--- src/rtl/throw_encoder_pkg.sv ---
// Shared types and constants for the rock-paper-scissors throw encoder.
// Button vectors are ordered {paper, scissors, rock}.
package throw_encoder_pkg;

    typedef enum logic [1:0] {
        MV_R = 2'd0,
        MV_S = 2'd1,
        MV_P = 2'd2
    } move_t;

    typedef enum logic [1:0] {
        ST_IDLE,
        ST_COLLECT,
        ST_ISSUE,
        ST_RELEASE
    } state_t;

    localparam logic [3:0] KEY_RR   = 4'd0;
    localparam logic [3:0] KEY_SS   = 4'd1;
    localparam logic [3:0] KEY_RS   = 4'd2;
    localparam logic [3:0] KEY_RP   = 4'd3;
    localparam logic [3:0] KEY_SR   = 4'd4;
    localparam logic [3:0] KEY_PP   = 4'd5;
    localparam logic [3:0] KEY_SP   = 4'd6;
    localparam logic [3:0] KEY_PR   = 4'd7;
    localparam logic [3:0] KEY_PS   = 4'd8;
    localparam logic [3:0] KEY_IDLE = 4'hF;

    // Only called with a one-hot vector; anything else falls back to rock.
    function automatic move_t btn_move(input logic [2:0] btn);
        case (btn)
            3'b010:  return MV_S;
            3'b100:  return MV_P;
            default: return MV_R;
        endcase
    endfunction

    function automatic logic [3:0] key_code(input move_t a, input move_t b);
        case ({a, b})
            {MV_R, MV_R}: return KEY_RR;
            {MV_S, MV_S}: return KEY_SS;
            {MV_P, MV_P}: return KEY_PP;
            {MV_R, MV_S}: return KEY_RS;
            {MV_S, MV_P}: return KEY_SP;
            {MV_P, MV_R}: return KEY_PR;
            {MV_R, MV_P}: return KEY_RP;
            {MV_S, MV_R}: return KEY_SR;
            {MV_P, MV_S}: return KEY_PS;
            default:      return KEY_IDLE;
        endcase
    endfunction

endpackage

--- src/rtl/throw_encoder_debounce.sv ---
// Single-button conditioner: two-flop synchronizer feeding a saturating
// stability counter. Any low sample after the synchronizer clears the count.
module btn_debounce #(
    parameter int DEB_CYC = 16
) (
    input  logic clk,
    input  logic rst,
    input  logic btn,
    output logic pressed,
    output logic released
);
    localparam int CW = $clog2(DEB_CYC + 1);

    logic [1:0]    sync_reg;
    logic [CW-1:0] cnt_reg;

    always_ff @(posedge clk or negedge rst) begin
        if (!rst) begin
            sync_reg <= '0;
            cnt_reg  <= '0;
        end else begin
            sync_reg <= {sync_reg[0], btn};
            if (!sync_reg[1]) begin
                cnt_reg <= '0;
            end else if (cnt_reg != CW'(DEB_CYC)) begin
                cnt_reg <= cnt_reg + CW'(1);
            end
        end
    end

    assign pressed  = (cnt_reg == CW'(DEB_CYC));
    assign released = (cnt_reg == '0);

endmodule

--- src/rtl/throw_encoder.sv ---
// Collects one debounced throw from each player, then emits a single-cycle
// round code for the scorer and waits for all buttons to be let go.
module throw_encoder
    import throw_encoder_pkg::*;
#(
    parameter int DEB_CYC = 16,
    parameter int TMO_CYC = 1000
) (
    input  logic       clk,
    input  logic       rst,
    input  logic [2:0] a_btn,
    input  logic [2:0] b_btn,
    input  logic [1:0] player,
    output logic [3:0] key,
    output logic       start,
    output logic       a_lock,
    output logic       b_lock
);
    localparam int TW = $clog2(TMO_CYC + 1);
    localparam int RW = $clog2(DEB_CYC + 1);

    logic [5:0] raw;
    logic [5:0] pressed;
    logic [5:0] released;

    assign raw = {b_btn, a_btn};

    generate
        for (genvar gi = 0; gi < 6; gi++) begin : g_deb
            btn_debounce #(.DEB_CYC(DEB_CYC)) u_deb (
                .clk      (clk),
                .rst      (rst),
                .btn      (raw[gi]),
                .pressed  (pressed[gi]),
                .released (released[gi])
            );
        end
    endgenerate

    logic a_valid, b_valid, all_released;
    assign a_valid      = $onehot(pressed[2:0]);
    assign b_valid      = $onehot(pressed[5:3]);
    assign all_released = &released;

    state_t        state_reg, state_next;
    move_t         a_move_reg, a_move_next, b_move_reg, b_move_next;
    logic          a_lock_reg, a_lock_next, b_lock_reg, b_lock_next;
    logic [TW-1:0] tmo_reg, tmo_next;
    logic [RW-1:0] rel_reg, rel_next;

    always_ff @(posedge clk or negedge rst) begin
        if (!rst) begin
            state_reg  <= ST_IDLE;
            a_move_reg <= MV_R;
            b_move_reg <= MV_R;
            a_lock_reg <= 1'b0;
            b_lock_reg <= 1'b0;
            tmo_reg    <= '0;
            rel_reg    <= '0;
        end else begin
            state_reg  <= state_next;
            a_move_reg <= a_move_next;
            b_move_reg <= b_move_next;
            a_lock_reg <= a_lock_next;
            b_lock_reg <= b_lock_next;
            tmo_reg    <= tmo_next;
            rel_reg    <= rel_next;
        end
    end

    always_comb begin
        state_next  = state_reg;
        a_move_next = a_move_reg;
        b_move_next = b_move_reg;
        a_lock_next = a_lock_reg;
        b_lock_next = b_lock_reg;
        tmo_next    = '0;
        rel_next    = '0;
        case (state_reg)
            ST_IDLE: begin
                if (player == 2'b00) begin
                    if (a_valid) begin
                        a_lock_next = 1'b1;
                        a_move_next = btn_move(pressed[2:0]);
                    end
                    if (b_valid) begin
                        b_lock_next = 1'b1;
                        b_move_next = btn_move(pressed[5:3]);
                    end
                    if (a_valid && b_valid) begin
                        state_next = ST_ISSUE;
                    end else if (a_valid || b_valid) begin
                        state_next = ST_COLLECT;
                    end
                end
            end
            ST_COLLECT: begin
                if (player != 2'b00) begin
                    a_lock_next = 1'b0;
                    b_lock_next = 1'b0;
                    state_next  = ST_IDLE;
                end else if (!a_lock_reg && a_valid) begin
                    a_lock_next = 1'b1;
                    a_move_next = btn_move(pressed[2:0]);
                    state_next  = ST_ISSUE;
                end else if (!b_lock_reg && b_valid) begin
                    b_lock_next = 1'b1;
                    b_move_next = btn_move(pressed[5:3]);
                    state_next  = ST_ISSUE;
                end else if (tmo_reg >= TW'(TMO_CYC - 1)) begin
                    a_lock_next = 1'b0;
                    b_lock_next = 1'b0;
                    state_next  = ST_IDLE;
                end else begin
                    tmo_next = tmo_reg + TW'(1);
                end
            end
            ST_ISSUE: begin
                state_next = ST_RELEASE;
            end
            ST_RELEASE: begin
                // Leave only after DEB_CYC consecutive all-released cycles.
                if (all_released) begin
                    if (rel_reg >= RW'(DEB_CYC - 1)) begin
                        a_lock_next = 1'b0;
                        b_lock_next = 1'b0;
                        state_next  = ST_IDLE;
                    end else begin
                        rel_next = rel_reg + RW'(1);
                    end
                end
            end
            default: state_next = ST_IDLE;
        endcase
    end

    always_comb begin
        start  = (state_reg == ST_ISSUE);
        key    = start ? key_code(a_move_reg, b_move_reg) : KEY_IDLE;
        a_lock = a_lock_reg;
        b_lock = b_lock_reg;
    end

endmodule

--- config.mk ---
export PLATFORM = sky130hd
export DESIGN_NAME = throw_encoder
export DESIGN_NICKNAME = d
export VERILOG_FILES = /design/src/rtl/throw_encoder_pkg.sv /design/src/rtl/throw_encoder_debounce.sv /design/src/rtl/throw_encoder.sv
export SDC_FILE = /design/constraint.sdc
export NUM_CORES = 1
export LEC_CHECK = 0
export ABC_AREA = 1
export BUFFER_PORTS_ARGS = -buffer_cell sky130_fd_sc_hd__buf_4
export CORE_MARGIN = 2
export CORE_UTILIZATION = 55
export DETAILED_ROUTE_END_ITERATION = 10
export HOLD_SLACK_MARGIN = 0.06
export MAX_ROUTING_LAYER = met4
export PLACE_DENSITY = 0.71
export SLEW_MARGIN = 20
export SYNTH_ARGS = -nofsm -noshare
export SYNTH_HDL_FRONTEND = slang
export SYNTH_HIERARCHICAL = 1
export SYNTH_SLANG_ARGS = --single-unit
export TNS_END_PERCENT = 10
--- constraint.sdc ---
create_clock -name clk -period 2.4 [get_ports clk]
set_input_delay 0 -clock clk [delete_from_list [all_inputs] [get_ports clk]]
set_output_delay 0 -clock clk [all_outputs]
set_load 0.005 [all_outputs]
==> results by group <==
Placement
  • GPL Wtd Cong: between 0.8 and 0.9
  • Port Buffer Count: 16
  • Dpl cells: 553
  • Post-DP HPWL: around 4500 um
  • Placed cell areas: approximately 3800 um2
  • Worst Setup Slack post-DPL: -0.000188 ns

Floorplan
  • Core ar.: roughly 6300 um2
  • Die Area: ~7100 um2
  • Rows: 29
  • Io pins: 17
  • Die Wd: between 80 and 90 um
  • Initial core utilization: 56.4%
  • Die Ht: roughly 84 um

Power
  • Switching share of total power: 24.6%
  • Gate power share: under 10%
  • Switching pwr: around 520 uW
  • PD cells: roughly 500 nW/um2
  • Clk pwr share: a little over a third
  • Seq pwr share: a little under three fifths
  • Leak Pwr: between 0.002 and 0.0025 uW
  • VDD IR max: between 0.0003 and 0.0004 V
  • Internal: ~1600 uW

Layout
  • Area delta synth->final: 19.0%
  • Layout cells sized above 1: 20.5%
  • Largest register FFs: 30
  • Ant diodes: 0
  • Fin cells: 590
  • Core Util, Final: between 60% and 70%
  • Cell area after layout: 4210 um2
  • Fill count: ~540
  • Post-layout net count: 541

GRT
  • First-pass GRT wire length: ~12,000 um
  • Global Route Usage Sum: between 20% and 30%
  • Number of global-route vias before repair: about 2,800
  • Largest net degree at the start of global routing: between 60 and 70
  • GRT Residual Overflow: 0
  • Antenna violations before repair: 0

Logic synthesis
  • Gate Count Post-Synth: 454
  • Post-synthesis instance area: approximately 3500 um2
  • Async SR Flop Fraction: 100%
  • Average cell area after synthesis: slightly below 8 um2
  • Seq/Total Area, Yosys: 46.0%
  • #FFs+latches synth: 65
  • Yosys warning total: 6
  • Net count after synthesis: slightly below 500
  • Cell variety after synth: 26
  • Prevailing post-synth register cell: dfrtp_1
  • EDFF count, synth: 0

STA
  • Fin. Hold Viols: 0
  • Fmax: 0.431 GHz
  • Max-slew violation count: 0
  • Relative slew margins: 45.9%
  • Fin crit share: just under 100%
  • Final setup fails: 0
  • Fin Clk Skew: between 0.008 and 0.009 ns
  • RSZ-0062 raised after global routing: true
  • Actual slew at the worst max-slew pin: between 0.8 and 0.9 ns
  • Setup ws final: 0.0782 ns
  • Fin crit period: between 2 and 2.5 ns
  • Worst hold margin: ~0.14 ns

Routing
  • Routed Wire Length: ~6700 um
  • Detailed Routing Iterations Pass 1: 4
  • Via density: between 5 and 6
  • DR vias: around 3,000
  • DRT iter0 DRCs: 209
  • Antenna-violating nets left: 0
  • Avg WL per Cell: 11.3 um
  • Drt drc: 0

Status
  • Outcome: complete, no violations

Clock network
  • Clock insertion delay at the later pin of the skew report: between 0.3 and 0.4 ns
  • Clock Path Buffers: 2
  • Worst-path clk slew: ~0.070 ns
  • CTS tree: done
  • Root Buffer: clkbuf_8
  • Clock Sinks: 65
  • CTS H-tree depth: 3
  • Cts bufs inserted: 9

Worst setup path
  • Crit-path max FO: 5
  • CP Capture Type: flip-flop
  • Critical Path AT: between 2 and 3 ns
  • Critical path class: flip-flop to flip-flop
  • Startpoint Class: flip-flop
  • Worst Path Required: between 2 and 3 ns

Hold path
  • Tightest Hold Check Type: input port to flip-flop

Flow run
  • Total of max-cap violations: 0
==> cells in the mapped netlist, types with 4 or more instances <==
cell type	n	area [um2]
a21oi_1	7	35.0
dfrtp_1	65	1630
ha_1	18	225
inv_1	77	289
inv_2	7	26.3
nand2_1	91	342
nand2_2	14	87.6
nand3_1	44	220
nand4_1	22	138
nor2_1	73	274
nor3_1	6	30.0
o21ai_0	10	50.1
o21ai_1	4	20.0
==> repair_timing <==
| action | in CTS | in global routing |
|---|---|---|
| hold buffers | 7 | 0 |
| gates resized for setup | 0 | 28 |
| setup endpoints to repair | 1 | 18 |
| endpoints found under the hold margin | 71 | 0 |
| setup buffers | 0 | 17 |
| pin swaps | 2 | 15 |
==> logic make-up after synthesis <==
family	after synthesis	synth area share, %
compound gates	23	3.32
buf+inv	86	9.37
simple gates	260	33.9
fa+ha+maj	20	7.49
flops	65	46.0
==> cell type report <==
cell class | instances | area (um2) | area share (%)
clock inverters | 1 | 5.00 | 0.119
flip-flops and latches | 65 | 1630 | 38.6
repair buffers | 47 | 383 | 9.09
clock buffers | 12 | 145 | 3.45
well taps | 77 | 96.3 | 2.29
inverters | 85 | 320 | 7.61
multi-input cells | 303 | 1640 | 38.8
==> routing by layer <==
| layer | vias up | share of wire, % | global-route usage (%) |
|---|---|---|---|
| li1 | 1541 | - | - |
| met1 | 1391 | 46 | 25.9 |
| met2 | 69 | 48 | 32.3 |
| met3 | 9 | 4.6 | 6.19 |
| met4 | 0 | 1.8 | 7.33 |
| met5 | - | 0 | - |
==> layout by cell type (no fill, tap or decap), types with 2 or more instances in the layout <==
cell type / count
ha_1: 14
nand2_2: 18
o21ai_0: 8
clkbuf_1: 2
clkinv_2: 2
nand2_1: 87
dlygate4sd3_1: 7
dfrtp_1: 65
nand3_4: 2
fa_1: 2
nand3_1: 43
nor3_1: 6
inv_2: 18
nor3_2: 2
ha_2: 3
buf_4: 39
nand4_1: 22
clkbuf_8: 10
a21oi_1: 7
inv_1: 66
nor2_2: 3
a31oi_1: 2
nor2_1: 71
o21ai_1: 5
==> power by group through the flow <==
stage | Clock [uW] | Sequential [uW] | Combinational [uW]
2_1_floorplan | 0 | 1180 | 96.1
3_3_place_gp | 0 | 1190 | 145
3_5_place_dp | 0 | 1190 | 151
4_1_cts | 794 | 1170 | 161
5_1_grt | 838 | 1170 | 227
6_report | 764 | 1170 | 193
==> metrics by stage <==
stage	total power (uW)	setup TNS [ns]
detailed placement	1340	-0.000188
CTS	2120	0
global route	2240	-0.344
global placement	1330	0
floorplan	1280	0
finish	2130	0
==> worst max-delay path, stage by stage, from the launching register on <==
cell and delay, ns:
dfrtp_1 0.42, inv_2 0.08, ha_2 0.18, nand4_1 0.13, inv_1 0.11, inv_2 0.06, fa_1 0.56, inv_2 0.06
nand3_4 0.10, inv_2 0.06, o21ai_2 0.14, nand3_2 0.14, nand2_1 0.10, o21ai_1 0.06
==> path summary, 6_finish.rpt <==
check	startpoint	end	slack, ns	cells past startpoint
worst max-delay path	g_deb[0].u_deb/cnt_reg[0]	b_move_reg[1]	0.08	13
worst min register to register	g_deb[0].u_deb/sync_reg[0]	g_deb[0].u_deb/sync_reg[1]	0.34	0
min in group asynchronous	rst	g_deb[1].u_deb/cnt_reg[3]	0.29	2
max in group asynchronous	rst	tmo_reg[7]	1.57	2
worst min-delay path	player[0]	state_reg[1]	0.14	6
worst max register to register	g_deb[0].u_deb/cnt_reg[0]	b_move_reg[1]	0.08	13
(Power assumes the default switching activity.)
